`src/rtl/incr_count_pkg.sv`:
```
// rtl/incr_count_pkg.sv - shared types and constants for the incr_count_ctrl counter stage
package incr_count_pkg;

  localparam int CNT_W = 4;

  localparam logic [CNT_W-1:0] TERM_DEFAULT_VAL = 4'd15;

  typedef enum logic [1:0] {
    IDLE  = 2'b00,
    COUNT = 2'b01,
    HOLD  = 2'b10,
    DONE  = 2'b11
  } state_e;

endpackage

```
`src/rtl/increment_by_1.sv`:
```
// rtl/increment_by_1.sv - 4-bit combinational +1 incrementer with carry-out and signed overflow
module increment_by_1
  import incr_count_pkg::*;
(
  input  logic [CNT_W-1:0] x,
  output logic [CNT_W-1:0] s,
  output logic             carry,
  output logic             overflow
);

  // Unsigned sum with carry-out; signed overflow is a positive operand becoming negative
  always_comb begin
    {carry, s} = {1'b0, x} + {{CNT_W{1'b0}}, 1'b1};
    overflow   = ~x[CNT_W-1] & s[CNT_W-1];
  end

endmodule

```
`src/rtl/incr_count_ctrl.sv`:
```
// rtl/incr_count_ctrl.sv - start/pause counter FSM with terminal compare, sticky flags and done handshake (optional INCR_COUNT_AUTO_RELOAD_EN)
module incr_count_ctrl
  import incr_count_pkg::*;
#(
  parameter logic [3:0] TERM_DEFAULT = TERM_DEFAULT_VAL,
  parameter int         WIDTH        = CNT_W
) (
  input  logic             clk,
  input  logic             rst_n,
  input  logic             start,
  input  logic             pause,
  input  logic [WIDTH-1:0] load_val,
  input  logic             term_sel,
  input  logic [WIDTH-1:0] term_val,
  output logic [WIDTH-1:0] count,
  output logic             busy,
  output logic             done_valid,
  input  logic             done_ready,
  output logic             wrap_seen,
  output logic             ovf_seen
);

  // The incrementer is hard-wired to 4 bits, so any other width cannot be built
  if (WIDTH != CNT_W) begin : g_bad_width
    $error("incr_count_ctrl: WIDTH must equal CNT_W (4)");
  end

  state_e           state_q;
  logic [CNT_W-1:0] count_q;
  logic             busy_q;
  logic             done_valid_q;
  logic             wrap_q;
  logic             ovf_q;

  logic [CNT_W-1:0] term;
  logic [CNT_W-1:0] inc_s;
  logic             inc_carry;
  logic             inc_ovf;

  increment_by_1 u_inc (
    .x        (count_q),
    .s        (inc_s),
    .carry    (inc_carry),
    .overflow (inc_ovf)
  );

  // Terminal is re-selected every cycle so mid-run changes apply at once
  always_comb begin
    term = term_sel ? term_val : TERM_DEFAULT;
  end

  // Control FSM; every output is a register updated alongside the state
  always_ff @(posedge clk or negedge rst_n) begin
    if (!rst_n) begin
      state_q      <= IDLE;
      count_q      <= '0;
      busy_q       <= 1'b0;
      done_valid_q <= 1'b0;
      wrap_q       <= 1'b0;
      ovf_q        <= 1'b0;
    end else begin
`ifdef INCR_COUNT_AUTO_RELOAD_EN
      done_valid_q <= 1'b0;
`endif
      case (state_q)
        IDLE: begin
          if (start) begin
            state_q <= COUNT;
            busy_q  <= 1'b1;
            count_q <= load_val;
            wrap_q  <= 1'b0;
            ovf_q   <= 1'b0;
          end
        end
        COUNT: begin
          if (pause) begin
            state_q <= HOLD;
          end else if (count_q == term) begin
`ifdef INCR_COUNT_AUTO_RELOAD_EN
            count_q      <= load_val;
            done_valid_q <= 1'b1;
`else
            state_q      <= DONE;
            busy_q       <= 1'b0;
            done_valid_q <= 1'b1;
`endif
          end else begin
            count_q <= inc_s;
            wrap_q  <= wrap_q | inc_carry;
            ovf_q   <= ovf_q | inc_ovf;
          end
        end
        HOLD: begin
          if (start) begin
            state_q <= COUNT;
          end
        end
        DONE: begin
          if (done_ready) begin
            state_q      <= IDLE;
            done_valid_q <= 1'b0;
          end
        end
        default: begin
          state_q <= IDLE;
        end
      endcase
    end
  end

  assign count      = count_q;
  assign busy       = busy_q;
  assign done_valid = done_valid_q;
  assign wrap_seen  = wrap_q;
  assign ovf_seen   = ovf_q;

endmodule

```
`config.mk`:
```
export PLATFORM = sky130hd
export DESIGN_NAME = incr_count_ctrl
export DESIGN_NICKNAME = d
export VERILOG_FILES = /design/src/rtl/incr_count_pkg.sv /design/src/rtl/increment_by_1.sv /design/src/rtl/incr_count_ctrl.sv
export SDC_FILE = /design/constraint.sdc
export NUM_CORES = 1
export LEC_CHECK = 0
export BUFFER_PORTS_ARGS = -buffer_cell sky130_fd_sc_hd__buf_2
export CORE_MARGIN = 3
export CORE_UTILIZATION = 53
export DETAILED_ROUTE_END_ITERATION = 10
export HOLD_SLACK_MARGIN = 0.05
export PLACE_DENSITY = 0.83
export SLEW_MARGIN = 40
export SYNTH_ARGS = -nofsm -noshare
export SYNTH_HDL_FRONTEND = slang
export SYNTH_SLANG_ARGS = --single-unit
```
`constraint.sdc`:
```
create_clock -name clk -period 3.7 [get_ports clk]
set_input_delay 0.555 -clock clk [delete_from_list [all_inputs] [get_ports clk]]
set_output_delay 0.555 -clock clk [all_outputs]
set_load 0.01 [all_outputs]
```
==> results of run 1 <==
-- state kept, by name, indices dropped and copies added (netlist names) --
signal / cells
ovf_seen: 1
state_q: 2
done_valid: 1
busy: 1
wrap_seen: 1
count: 4
-- per-stage QoR --
step / setup WS, ns / cell area (um^2) / hold WS [ns] / instances
after CTS: 1.545 / 842.1 / 0.1441 / 118
final: 1.550 / 842.1 / 0.1394 / 118
after global routing: 1.430 / 842.1 / 0.1439 / 118
after global placement: 1.430 / 819.5 / 0.4255 / 115
after floorplan: 1.666 / 726.9 / 0.2594 / 84
after detailed placement: 1.354 / 819.5 / 0.4288 / 115
-- routing by layer --
layer	global-route usage (%)	vias up	wire, um
met5	0	-	0
met4	10.84	0	27
met3	3.814	4	127
met2	33.23	35	789
met1	28.68	325	732
li1	-	352	-
-- power by group --
part	leakage, nW	internal [mW]	total [mW]	switching, mW
clock	0.0138	0.0375	0.0732	0.0357
sequential	0.122	0.156	0.245	0.0891
combinational	0.267	0.148	0.301	0.154
total	0.403	0.341	0.620	0.278
-- synthesized netlist by cell type (all sizes together) (2+ instances only) --
master / instances / share of area (%)
ha: 2 / 3.4
dfrtp: 10 / 34
a2bb2oi: 2 / 2.4
o211ai: 2 / 2.1
nor4bb: 2 / 2.8
nor3b: 2 / 2.1
nor3: 2 / 1.4
nor2: 7 / 3.6
a31oi: 2 / 1.7
o21ai: 4 / 2.8
nand2b: 2 / 1.7
buf: 3 / 3.6
nand2: 11 / 5.7
a22oi: 2 / 2.1
nor2b: 4 / 3.4
and3: 2 / 1.9
a21o: 2 / 2.1
a31o: 2 / 2.4
a21oi: 4 / 2.8
inv: 3 / 1.5
-- worst register-to-register path: cells and delay by family (launching register included) --
family,cells,cell delay [ns]
DFF,1,0.47
and+or+nand+nor,3,1.01
xor gates and xnor gates,1,0.17
AOI/OAI and AO/OA,1,0.37
-- logic make-up after synthesis --
family                     after synthesis  synth area share [%]
AOI/OAI and AO/OA                       25                 24.61
xor gates and xnor gates                 2                 2.410
adders and majority gates                2                 3.442
buffers and inverters                    7                 5.679
DFF                                     10                 34.42
muxes                                    1                 1.377
and+or+nand+nor                         37                 28.06
-- cell type report --
| type | count | area share, % |
|---|---|---|
| multi-input cells | 67 | 51.71 |
| flip-flops and latches | 10 | 29.72 |
| repair buffers | 21 | 12.48 |
| clock buffers | 3 | 2.675 |
| well taps | 14 | 2.080 |
| inverters | 3 | 1.337 |
-- worst max-delay path by stage --
stage	end	slack, ns
after global routing	count[1]	1.43
final	count[1]	1.55
after CTS	count[1]	1.54
after global placement	count[1]	1.43
after floorplan	count[1]	1.67
after detailed placement	count[1]	1.35
==> results.cfg, run 1 <==
[drt]
wire_per_inst_um = 14.20
vias = 716
drtIter0Drc = 33
wl_um = 1676
final_antenna_net_count = 0
vias_per_cell = 6.068
drc = 0
dr.pass1.iters = 4

[cts]
clkSinkCount = 10
cts_setup_buffers = 0
root_buffer = clkbuf_4
cts_made_buffers = 3
clockBufferDepth = 2
postCtsHoldBufs = 0
cts_max_level = 1
cts_resized = 0
tritoncts = done
clock_latency_ns = 0.26
clk_pin_slew_ns = 0.06

[min_path]
hold_class = primary input to asynchronous set/reset pin

[global_route]
first_global_vias = 670
grt_max_degree = 14
grt_pass1_wl_um = 3001
grt_overflow = 0
antenna_found_initial = 0
grt_usage_pct = 21.55

[critical_path]
cp-startpoint = count[3]
cp_slowest_cell = or4b_1
rrSetupSlack_ns = 1.55
crit_buf_inv = 0
crit_type = register to register
worstPathArrival_ns = 2.29
cp.required_ns = 3.84
worst-path-stages = 5
cpPeakStageDelay_ns = 0.49
timing.rr.start = count[3]
r2r_cells = 5
critPathCaptureType = register
r2r-end = count[1]
path_max_fanout = 13
crit_path_start_kind = register
crit_chain = xor2_1 -> or4b_1 -> a32o_2 -> nor4bb_1 -> or3_1
cp_top_family = simple AND/OR/NAND/NOR gates

[power_and_ir_drop]
p_per_area_nw_per_um2 = 735.9
finalPower_mw = 0.6197
vdd_drop_max_uv = 377.4
power_leakage_nw = 0.4029

[die]
fp.dieW_um = 43.04
coreArea_um2 = 1201
design.die.area_um2 = 1852
die_h_um = 43.04
placementRows = 12
ios = 22
initial_core_util_pct = 60.52

[sta]
tns_ns = 0
setup_viol = 0
hold_viol_final = 0
fin_worst_skew_ns = 0.004486
relSlewSlack_pct = 73.78
finalCritPeriodShare_pct = 58.10
fmax_ghz = 0.4651
slew_viol_final = 0
period_needed_ns = 2.150
tightest_slew_ns = 0.3933
rsz0062_at_grt = false

[logic_synthesis]
ys.flop_type = dfrtp_1
synth_edf_count = 0
synthCells = 84
seq_area_frac_synth_pct = 34.42
syn_area_um2 = 726.9
yosysUniqueCellTypes = 36
ys_seq_elements = 10
yosys_warnings = 0
syn-num-nets = 100
synth-async-reset-ratio_pct = 100.0
avgSynthCellArea_um2 = 8.654

[layout]
fill_cells = 105
multi_input_area_um2 = 435.4
diodes = 0
nets = 122
layout_commonest_cell = buf_2
final_core_util_pct = 70.10
final-seq-area_um2 = 250.2
layout-drive-gt1-share_pct = 27.88
final_cell_mix = buf_2 (21), nand2_1 (11), dfrtp_1 (10), nor2_1 (7)
areaGrowthSynthToFinish_pct = 15.83

[placed_design]
gp_congestion = 0.8990
dpl.hpwl_um = 1247
port_buffers = 21

[run]
drv_cap = 0

[outcome]
status = complete, no violations
No activity file was read; power rests on OpenSTA's default activity.
==> run 2: changes to the inputs <==
- CORE_ASPECT_RATIO: unset -> 0.9
- CORE_UTILIZATION: 53 -> 49
- PLACE_DENSITY: 0.83 -> 0.78
- clock period: 3.7 -> 2.1 ns (I/O delays scaled with it)
==> run 2 against run 1 <==
Non-clock buffer count increased by 4. Count of clock-buffer cells in the layout increased by 1. Sequential share of layout area decreased by 1.5 points. Global-route usage decreased by 2.7 points. Clock skew decreased by 0.0033 ns. Sequential power increased by 66%. Critical path depth unchanged. Final area increased by 5.5%. Utilization decreased by 2.1 points. Cell count increased by 4.2%. Critical path type unchanged. Largest cell class unchanged. Largest power group unchanged.
==> results.cfg, run 2 (synthesis gave the netlist of run 1 again) <==
[outcome]
status = complete, no violations

[die]
initial_core_util_pct = 55.65
design.die.area_um2 = 1982
placementRows = 12
ios = 22
die_h_um = 42.54
fp.dieW_um = 46.60
coreArea_um2 = 1306

[cts]
tritoncts = done
root_buffer = clkbuf_4
clock_latency_ns = 0.26
clk_pin_slew_ns = 0.07
clockBufferDepth = 2
cts_made_buffers = 3
clkSinkCount = 10
cts_max_level = 1

[sta]
relSlewSlack_pct = 74.82
tns_ns = 0
setup_viol = 0
fin_worst_skew_ns = 0.001225
finalCritPeriodShare_pct = 92.58
period_needed_ns = 1.944
hold_viol_final = 0
slew_viol_final = 0
fmax_ghz = 0.5143
rsz0062_at_grt = false
tightest_slew_ns = 0.3777

[drt]
dr.pass1.iters = 4
wl_um = 1771
drtIter0Drc = 18
vias = 755
drc = 0
vias_per_cell = 6.138
wire_per_inst_um = 14.40
final_antenna_net_count = 0

[critical_path]
critPathCaptureType = register
cp.required_ns = 2.25
crit_type = register to register
cp-startpoint = count[3]
crit_chain = xor2_1 -> or4b_1 -> a32o_2 -> buf_4 -> o32a_1
cpPeakStageDelay_ns = 0.47
crit_buf_inv = 1
path_max_fanout = 9
worstPathArrival_ns = 2.09
r2r_cells = 5
cp_slowest_cell = or4b_1
worst-path-stages = 5
crit_end = busy
timing.rr.start = count[3]
rrSetupSlack_ns = 0.16
crit_path_start_kind = register
cp_top_family = compound AO/OA/AOI/OAI gates
r2r-end = busy

[global_route]
grt_pass1_wl_um = 2760
grt_overflow = 0
grt_max_degree = 14
first_global_vias = 637
grt_usage_pct = 18.84
antenna_found_initial = 0

[layout]
nets = 126
diodes = 0
layout-drive-gt1-share_pct = 30.28
final_core_util_pct = 68.01
final_cell_mix = buf_2 (21), nand2_1 (11), dfrtp_1 (10), nor2_1 (7)
largest_reg_flops = 4
layout_commonest_cell = buf_2
areaGrowthSynthToFinish_pct = 22.20

[power_and_ir_drop]
vdd_drop_max_uv = 658.4
finalPower_mw = 1.179
p_per_area_nw_per_um2 = 1327
power_leakage_nw = 0.4284

[placed_design]
gp_congestion = 0.8485
dpl.hpwl_um = 1324
port_buffers = 21

[run]
drv_cap = 0

[min_path]
hold_class = primary input to register
## run 2: changes by cell type in the layout (fill, tap and decap cells not counted), sizes merged
cell,change
buf,+3
clkbuf,+1
dlygate4sd3,+1
## run 2: worst min-delay path, cell delays in order
cell and delay [ns]:
buf_2 0.09, nand2_1 0.04, o211ai_1 0.08, nand2_1 0.06
## run 2: stage by stage
step                      setup WS [ns]  hold WS (ns)  cell area [um^2]  std cells
final                            0.1558        0.3584             888.4        123
after CTS                        0.1601        0.3600             888.4        123
after floorplan                  0.1463       0.01941             726.9         84
after global routing            0.07629        0.3796             888.4        123
after global placement           0.1345        0.1875             842.1        118
after detailed placement         0.1290        0.1871             842.1        118
## run 2: layout make-up
cell class | instances | area, um^2
sequential | 10 | 250.2
multi-input combinational | 67 | 435.4
inverter | 3 | 11.26
fill | 109 | 417.9
tap | 14 | 17.52
timing repair buffer | 25 | 137.6
clock buffer | 4 | 36.28
## run 2: worst min path at each step
stage,endpoint,depth (start not counted),startpoint
CTS,done_valid,4,done_ready
global route,state_q[0],4,done_ready
global placement,count[1],1,rst_n
floorplan,busy,0,rst_n
detailed placement,count[1],1,rst_n
finish,state_q[0],4,done_ready
## run 2: what timing repair did
action | CTS | global route
resized for setup | 0 | 0
setup buffers | 0 | 0
hold endpoints to repair | 10 | 0
hold buffers | 1 | 0
## run 2: report_power, final
group	internal [mW]	switching (mW)	total (mW)
clock	0.105	0.0687	0.174
combinational	0.290	0.309	0.599
sequential	0.275	0.131	0.406
## run 2: layer usage
metal  track usage, %  wire (um)  share of wire, %
met2            26.65        780                44
met5                0          0                 0
met1            27.20        803                45
met3            4.721        178                10
met4            6.250          8              0.45
